--- src/rtl/router_switch_allocator_if.sv ---
// Request/grant bundle between the router input ports, the switch allocator and the crossbar.
// The slave modport is the allocator's view; the master modport drives requests.
interface router_switch_allocator_if #(
    parameter int unsigned NPORT = 5,
    parameter int unsigned SELW  = 3
);
    logic [NPORT-1:0]       req_valid;
    logic [NPORT*NPORT-1:0] req_dir;
    logic [NPORT-1:0]       req_tail;
    logic [NPORT-1:0]       out_ready;
    logic [NPORT-1:0]       grant;
    logic [NPORT-1:0]       out_valid;
    logic [NPORT*SELW-1:0]  out_sel;
    logic [NPORT-1:0]       dir_err;

    modport master (
        output req_valid, req_dir, req_tail, out_ready,
        input  grant, out_valid, out_sel, dir_err
    );

    modport slave (
        input  req_valid, req_dir, req_tail, out_ready,
        output grant, out_valid, out_sel, dir_err
    );
endinterface

--- src/rtl/router_switch_allocator.sv ---
// Per-output round-robin switch allocator with wormhole locking from head flit to tail flit.
// Grants and crossbar selects are combinational; lock, owner and pointer state is registered.
module router_switch_allocator #(
    parameter int unsigned NPORT = 5,
    parameter int unsigned SELW  = 3
) (
    input logic                     clk,
    input logic                     rst_n,
    router_switch_allocator_if.slave sw
);
    typedef enum logic [0:0] {StFree, StLocked} state_e;

    state_e           state_q  [NPORT];
    logic [SELW-1:0]  owner_q  [NPORT];
    logic [SELW-1:0]  rr_ptr_q [NPORT];
    logic [NPORT-1:0] dir_err_q;

    logic [NPORT-1:0]      legal;
    logic [NPORT-1:0]      cand    [NPORT];
    logic [NPORT-1:0]      xfer;
    logic [SELW-1:0]       win     [NPORT];
    logic [SELW-1:0]       win_nxt [NPORT];
    logic [NPORT-1:0]      grant_c;
    logic [NPORT-1:0]      valid_c;
    logic [NPORT*SELW-1:0] sel_c;
    logic                  found;
    logic [SELW:0]         idx;
    logic [SELW:0]         nxt;

    always_comb begin
        legal = '0;
        for (int i = 0; i < NPORT; i++) begin
            legal[i] = sw.req_valid[i] && $onehot(sw.req_dir[i*NPORT +: NPORT]);
        end
    end

    // cand[o][i]: input i holds a legal request for output o.
    always_comb begin
        for (int o = 0; o < NPORT; o++) begin
            cand[o] = '0;
            for (int i = 0; i < NPORT; i++) begin
                cand[o][i] = legal[i] & sw.req_dir[i*NPORT + o];
            end
        end
    end

    always_comb begin
        grant_c = '0;
        valid_c = '0;
        sel_c   = '0;
        xfer    = '0;
        found   = 1'b0;
        idx     = '0;
        nxt     = '0;
        for (int o = 0; o < NPORT; o++) begin
            found  = 1'b0;
            win[o] = '0;
            if (state_q[o] == StLocked) begin
                win[o] = owner_q[o];
                found  = cand[o][owner_q[o]];
            end else begin
                for (int k = 0; k < NPORT; k++) begin
                    idx = {1'b0, rr_ptr_q[o]} + (SELW+1)'(k);
                    if (idx >= (SELW+1)'(NPORT)) idx = idx - (SELW+1)'(NPORT);
                    if (!found && cand[o][idx[SELW-1:0]]) begin
                        found  = 1'b1;
                        win[o] = idx[SELW-1:0];
                    end
                end
            end
            xfer[o] = found && sw.out_ready[o] && rst_n;
            nxt = {1'b0, win[o]} + (SELW+1)'(1);
            if (nxt >= (SELW+1)'(NPORT)) nxt = '0;
            win_nxt[o] = nxt[SELW-1:0];
            if (xfer[o]) begin
                grant_c[win[o]]          = 1'b1;
                valid_c[o]               = 1'b1;
                sel_c[o*SELW +: SELW]    = win[o];
            end
        end
    end

    always_ff @(posedge clk or negedge rst_n) begin
        if (!rst_n) begin
            dir_err_q <= '0;
            for (int o = 0; o < NPORT; o++) begin
                state_q[o]  <= StFree;
                owner_q[o]  <= '0;
                rr_ptr_q[o] <= '0;
            end
        end else begin
            dir_err_q <= sw.req_valid & ~legal;
            for (int o = 0; o < NPORT; o++) begin
                // Pointer moves only when a packet completes, so fairness is per packet.
                if (xfer[o]) begin
                    case (state_q[o])
                        StFree: begin
                            if (sw.req_tail[win[o]]) begin
                                rr_ptr_q[o] <= win_nxt[o];
                            end else begin
                                state_q[o] <= StLocked;
                                owner_q[o] <= win[o];
                            end
                        end
                        StLocked: begin
                            if (sw.req_tail[win[o]]) begin
                                state_q[o]  <= StFree;
                                rr_ptr_q[o] <= win_nxt[o];
                            end
                        end
                        default: state_q[o] <= StFree;
                    endcase
                end
            end
        end
    end

    assign sw.grant     = grant_c;
    assign sw.out_valid = valid_c;
    assign sw.out_sel   = sel_c;
    assign sw.dir_err   = dir_err_q;
endmodule

--- src/flat_wrapper.sv ---
// flat-port wrapper written by rule: the top's interface ports become plain ports
module router_switch_allocator_flat 
#(
    parameter int unsigned NPORT = 5,
    parameter int unsigned SELW  = 3
)
  (clk, rst_n, sw_req_valid, sw_req_dir, sw_req_tail, sw_out_ready, sw_grant, sw_out_valid, sw_out_sel, sw_dir_err);
  router_switch_allocator_if #(.NPORT(NPORT), .SELW(SELW)) sw_i ();
  input logic clk;
  input logic rst_n;
  input wire logic [$bits(sw_i.req_valid)-1:0] sw_req_valid;
  input wire logic [$bits(sw_i.req_dir)-1:0] sw_req_dir;
  input wire logic [$bits(sw_i.req_tail)-1:0] sw_req_tail;
  input wire logic [$bits(sw_i.out_ready)-1:0] sw_out_ready;
  output wire logic [$bits(sw_i.grant)-1:0] sw_grant;
  output wire logic [$bits(sw_i.out_valid)-1:0] sw_out_valid;
  output wire logic [$bits(sw_i.out_sel)-1:0] sw_out_sel;
  output wire logic [$bits(sw_i.dir_err)-1:0] sw_dir_err;
  assign sw_i.req_valid = sw_req_valid;
  assign sw_i.req_dir = sw_req_dir;
  assign sw_i.req_tail = sw_req_tail;
  assign sw_i.out_ready = sw_out_ready;
  assign sw_grant = sw_i.grant;
  assign sw_out_valid = sw_i.out_valid;
  assign sw_out_sel = sw_i.out_sel;
  assign sw_dir_err = sw_i.dir_err;
  router_switch_allocator #(.NPORT(NPORT), .SELW(SELW)) u_core (.clk(clk), .rst_n(rst_n), .sw(sw_i));
endmodule
--- config.mk ---
export PLATFORM = sky130hd
export DESIGN_NAME = router_switch_allocator_flat
export DESIGN_NICKNAME = d
export VERILOG_FILES = /design/src/rtl/router_switch_allocator_if.sv /design/src/rtl/router_switch_allocator.sv /design/src/flat_wrapper.sv
export SDC_FILE = /design/constraint.sdc
export NUM_CORES = 1
export LEC_CHECK = 0
export CORE_UTILIZATION = 40
export CTS_CLUSTER_DIAMETER = 80
export DETAILED_ROUTE_END_ITERATION = 6
export PLACE_DENSITY_LB_ADDON = 0.15
export SYNTH_ARGS = -nofsm -noshare
export SYNTH_HDL_FRONTEND = slang
export SYNTH_SLANG_ARGS = --single-unit
--- constraint.sdc ---
create_clock -name clk -period 10.5 [get_ports clk]
set_input_delay 2.1 -clock clk [delete_from_list [all_inputs] [get_ports clk]]
set_output_delay 2.1 -clock clk [all_outputs]
set_load 0.05 [all_outputs]
==> summary.txt <==
STA
  • RSZ-0062 raised after global routing: false
  • Slew margin rel.: 46.5%
  • Final hold viol count: 0
  • Setup violation total in the final timing report: 0
  • Fin. max-slew vios: 0
  • Slew @ Worst Pin: 802 ps
  • Fmax achieved: 99.1 MHz
  • Minimum clock period: 10,090 ps
  • Worst Skew: 8.39 ps
  • Final period utilization: 96.1%
  • Setup TNS: 0 ps

Floorplanning
  • Boundary pin count: 72
  • Die W: 150 µm
  • Starting Density: 41.2%
  • Full die area: 0.0225 mm²
  • FP Rows: 53
  • Core Area: 0.0212 mm²
  • Die Ht: 150 µm

Yosys
  • Syn Nets: 1,286
  • Top post-synthesis cells by area: dfrtp_1 11%, ha_1 8.4%, nand2_1 4.2%, inv_1 4.0%, mux2i_1 3.8%
  • Seq cells post-synth: 40
  • Avg Inst Size Synth: 7.48 µm²
  • Mapped Cells: 1,170
  • Mapped cell area: 0.00875 mm²
  • Seq/Total Area, Yosys: 11.4%
  • Synth cell types: 101
  • Post-synth EDFFs: 0
  • Synth async-reset ratio: 100%
  • Yosys top cell area share: 11.4%
  • Total of warnings raised by yosys: 0
  • Leading register cell type out of synthesis: dfrtp_1
  • Yosys top cell by area: dfrtp_1

CTS
  • Clock tree from TritonCTS: done
  • H-tree levels: 2
  • Clock latency on the worst-skew pair: 300 ps
  • Clock tree buffer depth: 2
  • Post-CTS Setup Bufs: 0
  • Clock sinks: 40
  • CTS buffer count: 5
  • Root Driver: clkbuf_16
  • Reg clk slew, reported paths: 60 ps

Hold path
  • Hold Crit Start: u_core.owner_q[10]
  • Hold WC Path Type: register to register
  • Hold depth: 1
  • Hold Path End: u_core.owner_q[10]

Setup path
  • Worst reg2reg startpoint: u_core.rr_ptr_q[0]
  • Buf/Inv on CP: 4
  • Reg2reg path depth: 16
  • Startpoint Class: primary input
  • Setup Crit Path Kind: primary input to output pin
  • Crit. End Element: output pin
  • CP max-delay cell: and4_1
  • CP arrival: 7990 ps
  • R2r endpoint: u_core.owner_q[0]
  • CP Cell Sequence: clkdlybuf4s50_1, ha_1, fa_1, inv_1, fa_1, and4_1, nand2_1, mux4_2, a211o_1, o31ai_2, nor4_2, and2_1, o41a_1, inv_1, nor2_1, a222oi_1, nand2_1, clkdlybuf4s50_1
  • WP depth: 18
  • CP top delay family: buffers and inverters
  • R2R Setup Slk: 5100 ps
  • CP Max Fanout: 17
  • Critical Path Max Stage Delay: 730 ps
  • Worst Path Required: 8400 ps

Route
  • DRC: 0
  • Pre-Repair DR Iteration Count: 5
  • ANT nets after route: 0
  • WL final: 29,100 µm
  • Vias: 9,393
  • Avg WL per Cell: 19.4 µm
  • DR iter-0 viols: 615
  • Via/cell ratio: 6.27

Power and ir drop
  • Pwr per Cell Area: 349 mW/mm²
  • Max VDD drop: 0.136 mV
  • Static Leak: 4.06 nW
  • Pwr Total: 0.00345 W

Placement
  • IO buf count: 71
  • DP HPWL: 23,400 µm
  • GPL Wtd Cong: 0.934

Global routing
  • Largest net degree at the start of global routing: 31
  • Initial antenna violation count: 1
  • GRT Resource Usage Total: 26.4%
  • First-pass GRT wire length: 46,500 µm
  • Vias in the first global route: 8,874
  • Gr ovfl total: 0

Finish
  • Final #Nets: 1,336
  • Register Area: 0.00100 mm²
  • Filler instances: 2,179
  • Layout cells sized above 1: 7.78%
  • Multi-input gate area: 0.00718 mm²
  • Area grow syn2layout: 12.9%

Outcome
  • Status: completed

Run
  • MaxCap Viol Count: 0
## registers in the layout, indices dropped and copies added (netlist names)
register,count
u_core.owner_q,15
u_core.rr_ptr_q,15
u_core.state_q,5
u_core.sw.dir_err,5
## final cells by class
cell class,instances,share of cell area (%)
diodes,1,0.0253
clock buffers,6,1.41
clock inverters,2,0.152
inverters,98,3.72
multi-input cells,987,72.7
flip-flops and latches,40,10.1
well taps,275,3.48
repair buffers,88,8.43
## cell usage in the layout, fill, tap and decap left out, types with 17 or more instances in the layout
cell,Yosys,final
nand2_1,97,97
inv_1,94,94
nor2_1,82,82
clkdlybuf4s50_1,0,68
a21oi_1,63,63
ha_1,59,59
nand3_1,51,51
o21ai_0,50,50
nor3_1,44,44
dfrtp_1,40,40
mux2i_1,33,33
nand2b_1,28,28
and2_1,25,25
nor2b_1,23,23
xnor2_1,20,20
o22ai_1,18,18
a21o_1,18,18
a31oi_1,18,18
buf_4,2,18
a211oi_1,17,17
## layer usage
metal  global-route usage, %  up-vias  wire, µm
met3                    2.93       69      1460
met1                    33.9     4486     12900
li1                        -     4546         -
met2                    44.2      292     13700
met4                    11.8        0      1130
met5                       0        -         0
## synthesized netlist by cell type (all sizes together) (9+ instances only)
cell type	n
a211oi	17
a21boi	11
a21o	18
a21oi	64
a22oi	9
a31oi	19
and2	25
and3	9
and4	14
buf	18
clkbuf	27
dfrtp	40
fa	15
ha	59
inv	96
mux2	16
mux2i	33
mux4	10
nand2	98
nand2b	28
nand3	51
nand4	14
nor2	82
nor2b	24
nor3	46
nor4	14
o2111ai	9
o211a	9
o211ai	14
o21a	15
o21ai	55
o22ai	19
o31ai	15
or2	12
or3	15
xnor2	20
## worst max-delay path by stage
stage                         from           to  slack, ps
floorplan            sw_req_dir[5]  sw_grant[4]       1400
global placement    sw_req_dir[10]  sw_grant[2]        550
detailed placement  sw_req_dir[10]  sw_grant[2]        410
CTS                 sw_req_dir[12]  sw_grant[2]        420
global route        sw_req_dir[12]  sw_grant[3]        150
finish              sw_req_dir[12]  sw_grant[1]        410
## stage by stage
step / cells / util (%) / setup WS (ps) / area [µm²] / hold slack (ps)
2_1_floorplan: 1170 / - / 1400 / 8750 / 504
3_3_place_gp: 1488 / 45.8 / 553 / 9720 / 540
3_5_place_dp: 1488 / 45.8 / 407 / 9720 / 539
4_1_cts: 1496 / 46.6 / 418 / 9880 / 553
5_1_grt: 1496 / 46.6 / 153 / 9880 / 585
6_report: 1497 / 46.6 / 408 / 9880 / 548
## timing repair
item	in CTS	in global routing
setup endpoints to repair	0	1
endpoints found under the hold margin	0	0
gates resized for setup	0	1
hold buffers	0	0
## kinds of logic after synthesis
| group | Yosys count | synth area share [%] |
|---|---|---|
| and+or+nand+nor | 452 | 27.0 |
| AOI/OAI and AO/OA | 379 | 32.3 |
| buffers and inverters | 143 | 6.52 |
| adders and majority gates | 74 | 11.9 |
| muxes | 59 | 8.53 |
| DFF | 40 | 11.4 |
| xor gates and xnor gates | 23 | 2.30 |
## report_power, final
group | total (W) | internal, W | leakage (nW) | switching [W]
clock network | 0.000170 | 0.0000949 | 0.0691 | 0.0000755
registers | 0.000343 | 0.000210 | 0.499 | 0.000132
logic | 0.00293 | 0.00109 | 3.50 | 0.00184
total | 0.00345 | 0.00140 | 4.06 | 0.00205
Note: power is estimated with default switching activity, not from simulation.
